==> config.mk <==
export PLATFORM = sky130hd
export DESIGN_NAME = io_access_arbiter_flat
export DESIGN_NICKNAME = d
export VERILOG_FILES = /design/src/rtl/io_access_arbiter_pkg.sv /design/src/rtl/io_access_arbiter_if.sv /design/src/rtl/io_access_arbiter_rr_arbiter2.sv /design/src/rtl/io_access_arbiter.sv /design/src/flat_wrapper.sv
export SDC_FILE = /design/constraint.sdc
export NUM_CORES = 1
export LEC_CHECK = 0
export CORE_MARGIN = 2
export CORE_UTILIZATION = 29
export DETAILED_ROUTE_END_ITERATION = 8
export GPL_ROUTABILITY_DRIVEN = 0
export HOLD_SLACK_MARGIN = 0.1
export PLACE_DENSITY = 0.65
export SLEW_MARGIN = 10
export SYNTH_ARGS = -nofsm -noshare
export SYNTH_HDL_FRONTEND = slang
export SYNTH_SLANG_ARGS = --single-unit
==> constraint.sdc <==
create_clock -name iCpuClock -period 1.8 [get_ports iCpuClock]
set_input_delay 0.27 -clock iCpuClock [delete_from_list [all_inputs] [get_ports iCpuClock]]
set_output_delay 0.27 -clock iCpuClock [all_outputs]
set_load 0.02 [all_outputs]
==> src/rtl/io_access_arbiter_pkg.sv <==
// Shared constants, FSM state type and access decoder for the IO access arbiter.
package io_access_arbiter_pkg;
   localparam int unsigned DATA_W_DEF = 16;
   localparam int unsigned SUB_W_DEF  = 2;

   localparam logic [1:0] DEV_LED    = 2'd0;
   localparam logic [1:0] DEV_SWITCH = 2'd1;
   localparam logic [1:0] DEV_TUBE   = 2'd2;
   localparam logic [1:0] DEV_NONE   = 2'd3;

   typedef enum logic [1:0] {IDLE, ACCESS, DONE} state_e;

   // Returns {tube, switch, led}; all-zero marks an illegal access.
   function automatic logic [2:0] decode_strobes(input logic we, input logic [1:0] dev);
      if (we && dev == DEV_LED)     return 3'b001;
      if (!we && dev == DEV_SWITCH) return 3'b010;
      if (we && dev == DEV_TUBE)    return 3'b100;
      return 3'b000;
   endfunction
endpackage

==> src/rtl/io_access_arbiter_if.sv <==
// Requester-side bus of the IO access arbiter: requests in, grant/completion/read data out.
interface io_access_arbiter_if #(
   parameter int unsigned DATA_W = 16,
   parameter int unsigned SUB_W  = 2
);
   logic [1:0]        iReq;
   logic [1:0]        iWe;
   logic [SUB_W+1:0]  iAddr0;
   logic [SUB_W+1:0]  iAddr1;
   logic [DATA_W-1:0] iWdata0;
   logic [DATA_W-1:0] iWdata1;
   logic [1:0]        oGnt;
   logic [1:0]        oDone;
   logic              oErr;
   logic [DATA_W-1:0] oRdata;

   modport master (
      output iReq, iWe, iAddr0, iAddr1, iWdata0, iWdata1,
      input  oGnt, oDone, oErr, oRdata
   );

   modport slave (
      input  iReq, iWe, iAddr0, iAddr1, iWdata0, iWdata1,
      output oGnt, oDone, oErr, oRdata
   );
endinterface

==> src/rtl/io_access_arbiter_rr_arbiter2.sv <==
// Two-input picker: round-robin (ARB_MODE=0) or fixed CPU priority (ARB_MODE=1).
module io_access_arbiter_rr_arbiter2 #(
   parameter int unsigned ARB_MODE = 0
) (
   input  logic       clk,
   input  logic       rst,
   input  logic [1:0] req,
   input  logic       advance,
   output logic [1:0] gnt
);
   logic last_q, last_d;

   // last_q=1 means debug was granted last, so the CPU wins the next tie.
   always_comb begin
      if (req == 2'b11) begin
         gnt = (ARB_MODE == 1 || last_q) ? 2'b01 : 2'b10;
      end else begin
         gnt = req;
      end
      last_d = last_q;
      if (advance && (|req)) begin
         last_d = gnt[1];
      end
   end

   always_ff @(posedge clk or posedge rst) begin
      if (rst) begin
         last_q <= 1'b1;
      end else begin
         last_q <= last_d;
      end
   end
endmodule

==> src/rtl/io_access_arbiter.sv <==
// Shares the LED, switch and tube drivers between the CPU (req 0) and debug monitor (req 1),
// sequencing one IDLE -> ACCESS -> DONE transaction at a time.
module io_access_arbiter
   import io_access_arbiter_pkg::*;
#(
   parameter int unsigned DATA_W   = DATA_W_DEF,
   parameter int unsigned SUB_W    = SUB_W_DEF,
   parameter int unsigned ARB_MODE = 0
) (
   input  logic               iCpuClock,
   input  logic               iCpuReset,
   io_access_arbiter_if.slave bus,
   output logic               oDoLedWrite,
   output logic [SUB_W-1:0]   oLightAddress,
   output logic [DATA_W-1:0]  oLightData,
   output logic               oDoSwitchRead,
   output logic [SUB_W-1:0]   oSwitchAddress,
   input  logic [DATA_W-1:0]  iSwitchData,
   output logic               oDoTubeWrite,
   output logic [SUB_W-1:0]   oTubeAddress,
   output logic [DATA_W-1:0]  oTubeData
);
   state_e            state_q, state_d;
   logic [1:0]        gnt_q, gnt_d;
   logic [1:0]        done_q, done_d;
   logic [1:0]        dev_q, dev_d;
   logic              owner_q, owner_d;
   logic              we_q, we_d;
   logic              err_q, err_d;
   logic [SUB_W-1:0]  sub_q, sub_d;
   logic [DATA_W-1:0] wdata_q, wdata_d;
   logic [DATA_W-1:0] rdata_q, rdata_d;
   logic [2:0]        strobe_q, strobe_d;
   logic [1:0]        arb_gnt;
   logic [SUB_W+1:0]  win_addr;
   logic              win_we;

   io_access_arbiter_rr_arbiter2 #(.ARB_MODE(ARB_MODE)) u_arb (
      .clk     (iCpuClock),
      .rst     (iCpuReset),
      .req     (bus.iReq),
      .advance (state_q == IDLE),
      .gnt     (arb_gnt)
   );

   assign win_addr = arb_gnt[1] ? bus.iAddr1 : bus.iAddr0;
   assign win_we   = bus.iWe[arb_gnt[1]];

   always_comb begin
      state_d  = state_q;
      owner_d  = owner_q;
      we_d     = we_q;
      dev_d    = dev_q;
      sub_d    = sub_q;
      wdata_d  = wdata_q;
      gnt_d    = '0;
      strobe_d = '0;
      done_d   = '0;
      err_d    = 1'b0;
      rdata_d  = '0;
      unique case (state_q)
         IDLE: begin
            if (|bus.iReq) begin
               state_d  = ACCESS;
               gnt_d    = arb_gnt;
               owner_d  = arb_gnt[1];
               we_d     = win_we;
               dev_d    = win_addr[SUB_W+1:SUB_W];
               sub_d    = win_addr[SUB_W-1:0];
               wdata_d  = arb_gnt[1] ? bus.iWdata1 : bus.iWdata0;
               strobe_d = decode_strobes(win_we, win_addr[SUB_W+1:SUB_W]);
            end
         end
         ACCESS: state_d = DONE;
         DONE: begin
            state_d         = IDLE;
            done_d[owner_q] = 1'b1;
            err_d           = (decode_strobes(we_q, dev_q) == 3'b000);
            if (!we_q && dev_q == DEV_SWITCH) begin
               rdata_d = iSwitchData;
            end
         end
         default: state_d = IDLE;
      endcase
   end

   always_ff @(posedge iCpuClock or posedge iCpuReset) begin
      if (iCpuReset) begin
         state_q  <= IDLE;
         owner_q  <= 1'b0;
         we_q     <= 1'b0;
         dev_q    <= '0;
         sub_q    <= '0;
         wdata_q  <= '0;
         gnt_q    <= '0;
         strobe_q <= '0;
         done_q   <= '0;
         err_q    <= 1'b0;
         rdata_q  <= '0;
      end else begin
         state_q  <= state_d;
         owner_q  <= owner_d;
         we_q     <= we_d;
         dev_q    <= dev_d;
         sub_q    <= sub_d;
         wdata_q  <= wdata_d;
         gnt_q    <= gnt_d;
         strobe_q <= strobe_d;
         done_q   <= done_d;
         err_q    <= err_d;
         rdata_q  <= rdata_d;
      end
   end

   assign bus.oGnt       = gnt_q;
   assign bus.oDone      = done_q;
   assign bus.oErr       = err_q;
   assign bus.oRdata     = rdata_q;
   assign oDoLedWrite    = strobe_q[0];
   assign oDoSwitchRead  = strobe_q[1];
   assign oDoTubeWrite   = strobe_q[2];
   assign oLightAddress  = sub_q;
   assign oSwitchAddress = sub_q;
   assign oTubeAddress   = sub_q;
   assign oLightData     = wdata_q;
   assign oTubeData      = wdata_q;
endmodule

==> src/flat_wrapper.sv <==
// flat-port wrapper written by rule: the top's interface ports become plain ports
module io_access_arbiter_flat import io_access_arbiter_pkg::*;
#(
   parameter int unsigned DATA_W   = DATA_W_DEF,
   parameter int unsigned SUB_W    = SUB_W_DEF,
   parameter int unsigned ARB_MODE = 0
)
  (iCpuClock, iCpuReset, oDoLedWrite, oLightAddress, oLightData, oDoSwitchRead, oSwitchAddress, iSwitchData, oDoTubeWrite, oTubeAddress, oTubeData, bus_iReq, bus_iWe, bus_iAddr0, bus_iAddr1, bus_iWdata0, bus_iWdata1, bus_oGnt, bus_oDone, bus_oErr, bus_oRdata);
  io_access_arbiter_if #(.DATA_W(DATA_W), .SUB_W(SUB_W)) bus_i ();
  input  logic iCpuClock;
  input  logic iCpuReset;
  output logic oDoLedWrite;
  output logic [SUB_W-1:0] oLightAddress;
  output logic [DATA_W-1:0] oLightData;
  output logic oDoSwitchRead;
  output logic [SUB_W-1:0] oSwitchAddress;
  input  logic [DATA_W-1:0] iSwitchData;
  output logic oDoTubeWrite;
  output logic [SUB_W-1:0] oTubeAddress;
  output logic [DATA_W-1:0] oTubeData;
  input wire logic [$bits(bus_i.iReq)-1:0] bus_iReq;
  input wire logic [$bits(bus_i.iWe)-1:0] bus_iWe;
  input wire logic [$bits(bus_i.iAddr0)-1:0] bus_iAddr0;
  input wire logic [$bits(bus_i.iAddr1)-1:0] bus_iAddr1;
  input wire logic [$bits(bus_i.iWdata0)-1:0] bus_iWdata0;
  input wire logic [$bits(bus_i.iWdata1)-1:0] bus_iWdata1;
  output wire logic [$bits(bus_i.oGnt)-1:0] bus_oGnt;
  output wire logic [$bits(bus_i.oDone)-1:0] bus_oDone;
  output wire logic [$bits(bus_i.oErr)-1:0] bus_oErr;
  output wire logic [$bits(bus_i.oRdata)-1:0] bus_oRdata;
  assign bus_i.iReq = bus_iReq;
  assign bus_i.iWe = bus_iWe;
  assign bus_i.iAddr0 = bus_iAddr0;
  assign bus_i.iAddr1 = bus_iAddr1;
  assign bus_i.iWdata0 = bus_iWdata0;
  assign bus_i.iWdata1 = bus_iWdata1;
  assign bus_oGnt = bus_i.oGnt;
  assign bus_oDone = bus_i.oDone;
  assign bus_oErr = bus_i.oErr;
  assign bus_oRdata = bus_i.oRdata;
  io_access_arbiter #(.DATA_W(DATA_W), .SUB_W(SUB_W), .ARB_MODE(ARB_MODE)) u_core (.iCpuClock(iCpuClock), .iCpuReset(iCpuReset), .bus(bus_i), .oDoLedWrite(oDoLedWrite), .oLightAddress(oLightAddress), .oLightData(oLightData), .oDoSwitchRead(oDoSwitchRead), .oSwitchAddress(oSwitchAddress), .iSwitchData(iSwitchData), .oDoTubeWrite(oDoTubeWrite), .oTubeAddress(oTubeAddress), .oTubeData(oTubeData));
endmodule
# ---- Yosys cells after proc, flatten, opt, wreduce, memory -nomap -nowiden
# Cells that the tools add are included.
dict set report word_totals {
  register_bits 49
  in_bits 62
  wordCells 91
}
dict set report classes {
  magnitude_cmp 3
  eq_ne 8
  mux 52
  n_reduce_logical 16
}
# op count
set ops {}
lappend ops {{two-way mux 16 bit} 3}
lappend ops {{two-way mux 3 bit} 15}
lappend ops {{two-way mux 1 bit} 25}
lappend ops {{two-way mux 2 bit} 6}
lappend ops {{equality test 2 bit (second input constant)} 4}
lappend ops {{logical AND 1 bit} 8}
lappend ops {{equality test 2 x 1 -> 1 bit (second input constant)} 3}
lappend ops {{logical NOT 2 bit} 3}
lappend ops {{less-than comparator 1 x 2 -> 1 bit (second input constant)} 2}
lappend ops {{two-way mux 4 bit} 1}
lappend ops {{one-hot mux 2 bit (2 select lines)} 1}
lappend ops {{logical NOT 3 bit} 1}
lappend ops {{logical NOT 1 bit} 2}
lappend ops {{inequality test 2 x 1 -> 1 bit (second input constant)} 1}
lappend ops {{AND reduction 2 bit} 1}
lappend ops {{OR reduction 2 bit} 1}
lappend ops {{demux 1 bit (select 1 bit)} 1}
lappend ops {{>= comparator 1 bit (second input constant)} 1}

# ---- Longest topological paths before layout
# Gate-level depths: netlist (run 1).
dict set report depth {
  depth_word 20
  depth_mapped 5
  ltp_nobuf 4
}

# ---- Modules after synthesis
# Synthesis (run 1) repeated with hierarchy kept, for this count alone.
dict set report unflattened {
  cells_unflattened 190
  area_unflattened_um2 2233.4
}
# mod n_inst cells_each area_each_um2
set modules_own_cells {}
lappend modules_own_cells {io_access_arbiter 1 183 2173.3}
lappend modules_own_cells {io_access_arbiter_rr_arbiter2 1 7 60.1}

# ---- Least setup slack after synthesis (run 1)
# Ideal clock, no wire load.
dict set report synth_timing {
  path_kind {register -> register}
  from {reg u_core.u_arb.last_q}
  to {reg u_core.strobe_q[0]}
  setup_time_ps 75
  arrival_time_ps 1282
  required_time_ps 1725
  slack_ps 443
  path_stages_with_launch 5
  path_buffers 1
  synth_period_minus_slack_ps 1357
  cell_sequence {dfstp_2 > a21bo_1 > buf_6 > or4b_4 > a21oi_2}
}
dict set report synth_between {
  elab_chain_cells 15
  elab_cells_between_ends 31
  classes_between {eq/ne (2); mux (24); reduce/logical (5)}
}
# item line
set synth_rtl {}
lappend synth_rtl {{start: declaration} io_access_arbiter_rr_arbiter2.sv:11} ;# logic last_q, last_d;
lappend synth_rtl {{start signal: assignment} io_access_arbiter_rr_arbiter2.sv:30} ;# last_q <= last_d;
lappend synth_rtl {{two-way mux 2 bit (*)} io_access_arbiter_rr_arbiter2.sv:16} ;# gnt = (ARB_MODE == 1 || last_q) ? 2'b01 : 2'b10;
lappend synth_rtl {{two-way mux 2 bit (*)} io_access_arbiter_rr_arbiter2.sv:15} ;# if (req == 2'b11) begin
lappend synth_rtl {{two-way mux 4 bit / two-way mux 1 bit (equally long branches)} {io_access_arbiter.sv:46, io_access_arbiter.sv:47}}
lappend synth_rtl {{equality test 2 bit / two-way mux 1 bit (equally long branches)} {io_access_arbiter_pkg.sv:17, io_access_arbiter.sv:47}}
lappend synth_rtl {{logical AND 1 bit} io_access_arbiter_pkg.sv:17} ;# if (we && dev == DEV_TUBE) return 3'b100;
lappend synth_rtl {{two-way mux 1 bit (2 in a row)} io_access_arbiter_pkg.sv:17}
lappend synth_rtl {{two-way mux 1 bit} io_access_arbiter_pkg.sv:16} ;# if (!we && dev == DEV_SWITCH) return 3'b010;
lappend synth_rtl {{two-way mux 1 bit} io_access_arbiter.sv:63} ;# if (|bus.iReq) begin
lappend synth_rtl {{two-way mux 1 bit} io_access_arbiter.sv:61} ;# unique case (state_q)
lappend synth_rtl {{two-way mux 3 bit} io_access_arbiter_pkg.sv:18} ;# return 3'b000;
lappend synth_rtl {{two-way mux 3 bit} io_access_arbiter_pkg.sv:17}
lappend synth_rtl {{two-way mux 3 bit (*)} io_access_arbiter_pkg.sv:16}
lappend synth_rtl {{two-way mux 3 bit (*)} io_access_arbiter.sv:63}
lappend synth_rtl {{two-way mux 3 bit (*)} io_access_arbiter.sv:61}
lappend synth_rtl {{named net u_core.strobe_d[0]} io_access_arbiter.sv:33} ;# logic [2:0] strobe_q, strobe_d;
lappend synth_rtl {{end signal: assignment} io_access_arbiter.sv:108} ;# strobe_q <= strobe_d;
lappend synth_rtl {{end: declaration} io_access_arbiter.sv:33}
# Mark *: on every way through the listed nets, which the timed path passes. The rest lies on a longest branch. The select of a mux whose other input is x is not followed.
# A chain may end at the register's enable or synchronous reset.

# ---- Worst setup path after layout (run 1)
dict set report layout_timing {
  from {reg u_core.sub_q[0] (netlist: u_core.oLightAddress[0])}
  to {out oTubeAddress[0]}
}
# item line
set layout_lines {}
lappend layout_lines {{start: declaration} io_access_arbiter.sv:30} ;# logic [SUB_W-1:0] sub_q, sub_d;
lappend layout_lines {{start signal: assignment} io_access_arbiter.sv:105} ;# sub_q <= sub_d;
lappend layout_lines {{end: declaration} flat_wrapper.sv:19} ;# output logic [SUB_W-1:0] oTubeAddress;
# No word-level cell between the ends.

==> results.md, run 1 <==
* Die width at 89.8 microns
* HP Class: in2async
* Net Count, Synth at 277
* CP endpoint kind: primary output
* Routed WL at 5.75 mm
* Top-level port count at 124
* Top-count cell post-synth: dfrtp_1
* Global route overflow at 0
* Clock Skew at between 5 and 6 ps
* Worst Path Arrival at 1330 ps
* Fmax at 624 MHz
* Sequential area share after synthesis at 0.575
* Max clock buf depth at 2
* Power density cells at 1480 mW/mm^2
* Quantity of I/O buffers inserted on ports at around 120
* Worst path slowest cell: clkdlybuf4s50_1
* Root Driver: clkbuf_8
* CTS H-tree lvls at 2
* Finished Cell Area at 0.00352 sq mm
* Yosys cell types at 27
* Max VDD drop at 0.000760 V
* Crit path buf inv count at 1
* Mapped Cells at roughly 220
* Final hold vios at 0
* Max-cap violations at 0
* Leakage Power at 1.50 nW
* Layout cells sized above 1 at 0.0802
* Pre-antenna DRT Iters at 4
* Filler instances at 690
* Synth async-reset ratio at 1.00
* EDFF count, synth at 0
* CP delay by family, top: buffers and inverters
* CTS buffer count at 5
* Crit Path Class: reg2out
* Core region area at 0.00718 sq mm
* Vias in the first global route at 1,875
* Worst Setup Start Kind: register
* Pins Over Slew Limit at 0
* Hold buffers post-CTS at 0
* CTS Sinks at 49
* Worst Reg-to-Reg Cells at 3
* Critical path fanouts, max at 4
* Status: complete, no violations
* Number of cell rows at 31
* Final clock period utilization by the worst path at 0.891
* Area Overhead vs Synth at 64.9%
* Setup Buffers After CTS at 0
* Max-Slew Margin vs Limit at 0.699
* Routed Antenna Nets at 0
* CTS tree: built
* Worst Max-Slew Pin Slew at roughly 450 ps
* Post-DR wirelength/cell at 13.6 microns
* Setup violations, final at 0
* Largest net degree at the start of global routing at 25
* Ys flop type: dfrtp_1
* YS warnings at 0
* Number of diodes at 0
* Worst path cell trace: clkdlybuf4s50_1
* Initial core utilization at 0.298
* Hold WS at around 280 ps
* Area contributors post-synth: dfrtp_1, nand2_1, buf_4
* Die area at 0.00807 sq mm
* Min Tclk post-route at 1600 ps
* Clock-pin slew on the worst setup and hold paths at 90 ps
* HPWL after detailed placement at 4.18 mm
* Vias per std cell at 4.44
* Clock latency on the worst-skew pair at ~300 ps
* Detailed Route Iter0 Violations at 73
* Critical path depth at 1
* Setup crit start: u_core.oLightAddress[0]$_DFFE_PP0P_
* Final Net Count at about 390
* Top cells by count, synth: dfrtp_1, nand2_1, a21oi_1, a31oi_1, buf_4
* CP max stage delay at 630 ps
* Cell Area, Synth at 0.00214 sq mm
* Area post-placement at 0.00340 sq mm
* First-pass GRT wire length at 9.63 mm
* Critical Path RT at about 1500 ps
* Die H at ~90 microns
* Yosys top cell area share at 0.562
* Initial antenna violation count at 0
* Cell taking the most area after synthesis: dfrtp_1
* Drt drc at 0
* Vias at 1,878
* Worst reg2reg startpoint: u_core.u_arb.last_q$_DFFE_PP1P_
* Count of cells resized by post-cts repair at 0
* Mean Syn Cell Area at a little under 10 sq um
* Unrepaired setup endpoints after global routing: no
* Total track usage at 0.146
* Synth Register Bits at 49
## final cells by class
class / instances / area, sq um / area share
clock buffers: 6 / 82.6 / 0.0234
clock inverters: 2 / 37.5 / 0.0107
inverters: 5 / 18.8 / 0.00533
multi-input cells: 129 / 688 / 0.195
flip-flops and latches: 49 / 1230 / 0.348
well taps: 99 / 124 / 0.0352
repair buffers: 133 / 1340 / 0.382
## cell families (layout without fill, tap and decap cells)
family                 after synthesis  after routing  synth area share
AO/OA/AOI/OAI                       53             53             0.145
flip-flops                          49             49             0.575
buffers and inverters               37            146             0.106
AND/OR/NAND/NOR                     76             76             0.174
## where the power goes
group / internal, mW / leakage (nW) / switching, mW
sequential: 1.45 / 0.614 / 0.263
clock: 0.452 / 0.0574 / 0.370
combinational: 1.27 / 0.824 / 1.38
total: 3.18 / 1.50 / 2.02
## cell usage in the layout, fill, tap and decap left out, drive strengths merged
master,n
nor2,5
a21oi,27
inv,5
clkdlybuf4s50,123
o31a,1
nor4,1
a31oi,22
clkbuf,6
nand3,2
buf,10
nand2b,1
or4b,2
bufinv,1
a21bo,1
or2,1
nand4b,2
dfstp,1
dfrtp,48
a21boi,1
nor3,1
nand2,44
clkinvlp,1
a21o,1
and2,16
nor2b,1
## through the flow
| step | instances | util | power, mW | setup WS [ps] | setup TNS, ps |
|---|---|---|---|---|---|
| 3_3_place_gp | 415 | 0.474 | 4.37 | 75.1 | 0 |
| 2_1_floorplan | 215 | - | 3.33 | 359 | 0 |
| 6_report | 423 | 0.491 | 5.20 | 197 | 0 |
| 3_5_place_dp | 415 | 0.474 | 4.41 | -5.27 | -5.27 |
| 5_1_grt | 423 | 0.491 | 5.53 | 144 | 0 |
| 4_1_cts | 423 | 0.491 | 5.26 | 181 | 0 |
## per-layer routing
layer | track usage | routed length [microns] | vias up
li1 | - | - | 913
met4 | 0.0346 | 54 | 0
met3 | 0.0536 | 519 | 6
met1 | 0.175 | 2350 | 872
met2 | 0.250 | 2820 | 87
met5 | 0 | 0 | -
## flip-flops by register name, indices dropped and copies added (netlist names)
| register | cells |
|---|---|
| u_core.bus.oRdata | 16 |
| u_core.oLightData | 16 |
| u_core.strobe_q | 3 |
| u_core.bus.oDone | 2 |
| u_core.bus.oGnt | 2 |
| u_core.dev_q | 2 |
| u_core.oLightAddress | 2 |
| u_core.state_q | 2 |
| u_core.bus.oErr | 1 |
| u_core.owner_q | 1 |
| u_core.u_arb.last_q | 1 |
| u_core.we_q | 1 |
## worst paths after layout
check	endpoint	slack, ps
max in group asynchronous	u_core.oLightAddress[1]$_DFFE_PP0P_	1060
min	u_core.bus.oGnt[0]$_DFF_PP0_	280
min in group iCpuClock	u_core.bus.oDone[0]$_DFF_PP0_	470
min reg2reg	u_core.bus.oDone[0]$_DFF_PP0_	470
max reg2reg	u_core.strobe_q[0]$_DFF_PP0_	340
max	oTubeAddress[0]	200
Power figures use the tool's default switching activity.
==> run 2, diff against run 1 <==
--- a/config.mk
+++ b/config.mk
@@ -9,6 +9,7 @@
 export CORE_UTILIZATION = 29
 export DETAILED_ROUTE_END_ITERATION = 8
 export GPL_ROUTABILITY_DRIVEN = 0
+export GPL_TIMING_DRIVEN = 1
 export HOLD_SLACK_MARGIN = 0.1
 export PLACE_DENSITY = 0.65
 export SLEW_MARGIN = 10
==> results of run 2 <==
Same layout as run 1: the final DEF is identical, and so are final timing and power.
==> run 3, diff against run 2 <==
--- a/config.mk
+++ b/config.mk
@@ -5,13 +5,14 @@
 export SDC_FILE = /design/constraint.sdc
 export NUM_CORES = 1
 export LEC_CHECK = 0
+export CORE_ASPECT_RATIO = 1.4
 export CORE_MARGIN = 2
-export CORE_UTILIZATION = 29
+export CORE_UTILIZATION = 38
 export DETAILED_ROUTE_END_ITERATION = 8
 export GPL_ROUTABILITY_DRIVEN = 0
 export GPL_TIMING_DRIVEN = 1
 export HOLD_SLACK_MARGIN = 0.1
-export PLACE_DENSITY = 0.65
+export PLACE_DENSITY = 0.81
 export SLEW_MARGIN = 10
 export SYNTH_ARGS = -nofsm -noshare
 export SYNTH_HDL_FRONTEND = slang
==> run 3 against run 2 <==
  * Sequential power hardly changed
  * Flip-flop and latch count unchanged
  * Sequential share of layout area is 0.50 points higher
  * Combinational power down 3%
  * Clock-buffer cell count fell by 1
  * Routed wire length fell by 3.3%
==> results.md, run 3 (synthesized netlist as in run 1, its figures left out) <==
* Global route overflow at 0 (unchanged)
* Detailed Route Iter0 Violations at 134 (+84%)
* Max-cap violations at 0 (unchanged)
* Vias at 1,931 (+2.8%)
* CTS Sinks at 49 (unchanged)
* Commonest non-fill, non-tap cell in the layout: clkdlybuf4s50_1
* Clock Skew at 8.21 ps (+2.32 ps)
* Unrepaired setup endpoints after global routing: no
* Vias in the first global route at 1,926 (+2.7%)
* CP max stage delay at 630 ps (about the same)
* Pre-antenna DRT Iters at 4 (unchanged)
* Routed WL at 5.56 mm (-3.3%)
* Count of cells resized by post-cts repair at 0 (unchanged)
* First-pass GRT wire length at 8.90 mm (-7.6%)
* Max VDD drop at 0.000923 V (+21%)
* HP Class: in2async
* CTS buffer count at 5 (unchanged)
* CP endpoint kind: primary output
* Min Tclk post-route at 1600 ps (-4.16 ps)
* Vias per std cell at 4.93 (+11%)
* Status: complete, no violations
* Pins Over Slew Limit at 0 (unchanged)
* Final Net Count at 385 (unchanged)
* Logic pwr share at 0.496 (-0.015)
* Number of diodes at 0 (unchanged)
* Critical Path RT at 1530 ps (about the same)
* Initial antenna violation count at 0 (unchanged)
* Critical path fanouts, max at 4 (unchanged)
* Sequential Power Share at 0.330 (about the same)
* Largest net degree at the start of global routing at 25 (unchanged)
* Top-level port count at 124 (unchanged)
* Root Driver: clkbuf_8
* Worst Max-Slew Pin Slew at 392 ps (-58.2 ps)
* Filler instances at 463 (-33%)
* Most frequent cells in the layout: clkdlybuf4s50_1, dfrtp_1, nand2_1, a21oi_1, a31oi_1
* Post-DR wirelength/cell at 14.2 microns (+4.4%)
* Hold WS at 228 ps (-56.6 ps)
* Clock-pin slew on the worst setup and hold paths at 90 ps (about the same)
* Worst Path Arrival at 1330 ps (about the same)
* Routed Antenna Nets at 0 (unchanged)
* Initial core utilization at 0.389 (+0.0917)
* Crit Path Class: reg2out
* Area Overhead vs Synth at 62.6%
* Crit path buf inv count at 1 (unchanged)
* Setup violations, final at 0 (unchanged)
* Max-Slew Margin vs Limit at 0.738 (+0.0388)
* HPWL after detailed placement at 4.14 mm (-0.98%)
* Final hold vios at 0 (unchanged)
* Worst path slowest cell: clkdlybuf4s50_1
* Total track usage at 0.186 (+0.0408)
* Clock latency on the worst-skew pair at 300 ps (about the same)
* CP delay by family, top: buffers and inverters
* Pint at 3.25 mW (+2.2%)
* Worst path cell trace: clkdlybuf4s50_1
* Die width at 67.4 microns (-25%)
* Sw Pwr at 1.99 mW (-1.5%)
* Power density cells at 1510 mW/mm^2 (+2.2%)
* Worst Setup Start Kind: register
* Final clock period utilization by the worst path at 0.888 (-0.00231)
* Number of cell rows at 32 (+3.2%)
* Layout cells sized above 1 at 0.0802 (unchanged)
* Die H at 92.7 microns (+3.2%)
* Core region area at 0.00549 sq mm (-24%)
* Drt drc at 0 (unchanged)
* Setup TNS after final layout at 0 ps (unchanged)
* Hold buffers post-CTS at 0 (unchanged)
* Leakage Power at 1.50 nW (+0.14%)
* Setup Buffers After CTS at 0 (unchanged)
* Quantity of I/O buffers inserted on ports at 123 (unchanged)
* Fmax at 625 MHz (+0.26%)
* Post-layout util at 0.633 (+0.142)
* Die area at 0.00624 sq mm (-23%)
* CTS H-tree lvls at 2 (unchanged)
* Max clock buf depth at 2 (unchanged)
* Switch share at 0.379 (-0.00873)
* CTS tree: built
* Clock power frac at 0.174 (+0.016)
==> run 3: cell types whose count changed in the layout (fill, tap and decap cells not counted), sizes merged <==
cell,previous run,this run
clkinv,0,1
bufinv,1,2
clkbuf,6,5
clkinvlp,1,0
==> run 3: area by class of cell <==
| cell class | instances | area, sq um | share of cell area |
|---|---|---|---|
| multi-input combinational | 129 | 688 | 0.198 |
| inverter | 5 | 18.8 | 0.00541 |
| clock inverter | 3 | 65.1 | 0.0187 |
| clock buffer | 5 | 68.8 | 0.0198 |
| tap | 68 | 85.1 | 0.0245 |
| sequential | 49 | 1230 | 0.354 |
| timing repair buffer | 133 | 1320 | 0.380 |
==> run 3: path summary, 6_finish.rpt <==
check / depth (start not counted) / end / start / slack, ps
min in group iCpuClock: 1 / u_core.bus.oDone[0]$_DFF_PP0_ / u_core.owner_q$_DFFE_PP0P_ / 470
max: 1 / oLightAddress[0] / u_core.oLightAddress[0]$_DFFE_PP0P_ / 200
max reg2reg: 4 / u_core.strobe_q[2]$_DFF_PP0_ / u_core.u_arb.last_q$_DFFE_PP1P_ / 440
max in group asynchronous: 3 / u_core.oLightData[2]$_DFFE_PP0P_ / iCpuReset / 1100
min reg2reg: 1 / u_core.bus.oDone[0]$_DFF_PP0_ / u_core.owner_q$_DFFE_PP0P_ / 470
min: 2 / u_core.bus.oRdata[0]$_DFF_PP0_ / iCpuReset / 230
==> run 3: power by group through the flow <==
stage                     logic [mW]  registers (mW)  clock network, mW
final                           2.59            1.73              0.910
after global routing            2.79            1.77              0.962
after CTS                       2.62            1.73              0.929
after detailed placement        2.62            1.75                  0
after global placement          2.57            1.72                  0
after floorplan                 1.31            2.02                  0
==> run 3: per-stage QoR <==
| step | instances | setup WS [ps] | power (mW) | instance area (sq um) |
|---|---|---|---|---|
| finish | 392 | 201 | 5.23 | 3470 |
| global route | 392 | 165 | 5.52 | 3470 |
| CTS | 392 | 192 | 5.28 | 3470 |
| detailed placement | 384 | 49.1 | 4.37 | 3340 |
| global placement | 384 | 67.0 | 4.29 | 3340 |
| floorplan | 215 | 359 | 3.33 | 2140 |
==> run 3: per-layer routing <==
layer	track usage	wire length, microns
met5	0	0
met1	0.208	2070
met4	0.0578	68
met3	0.0486	481
met2	0.337	2940
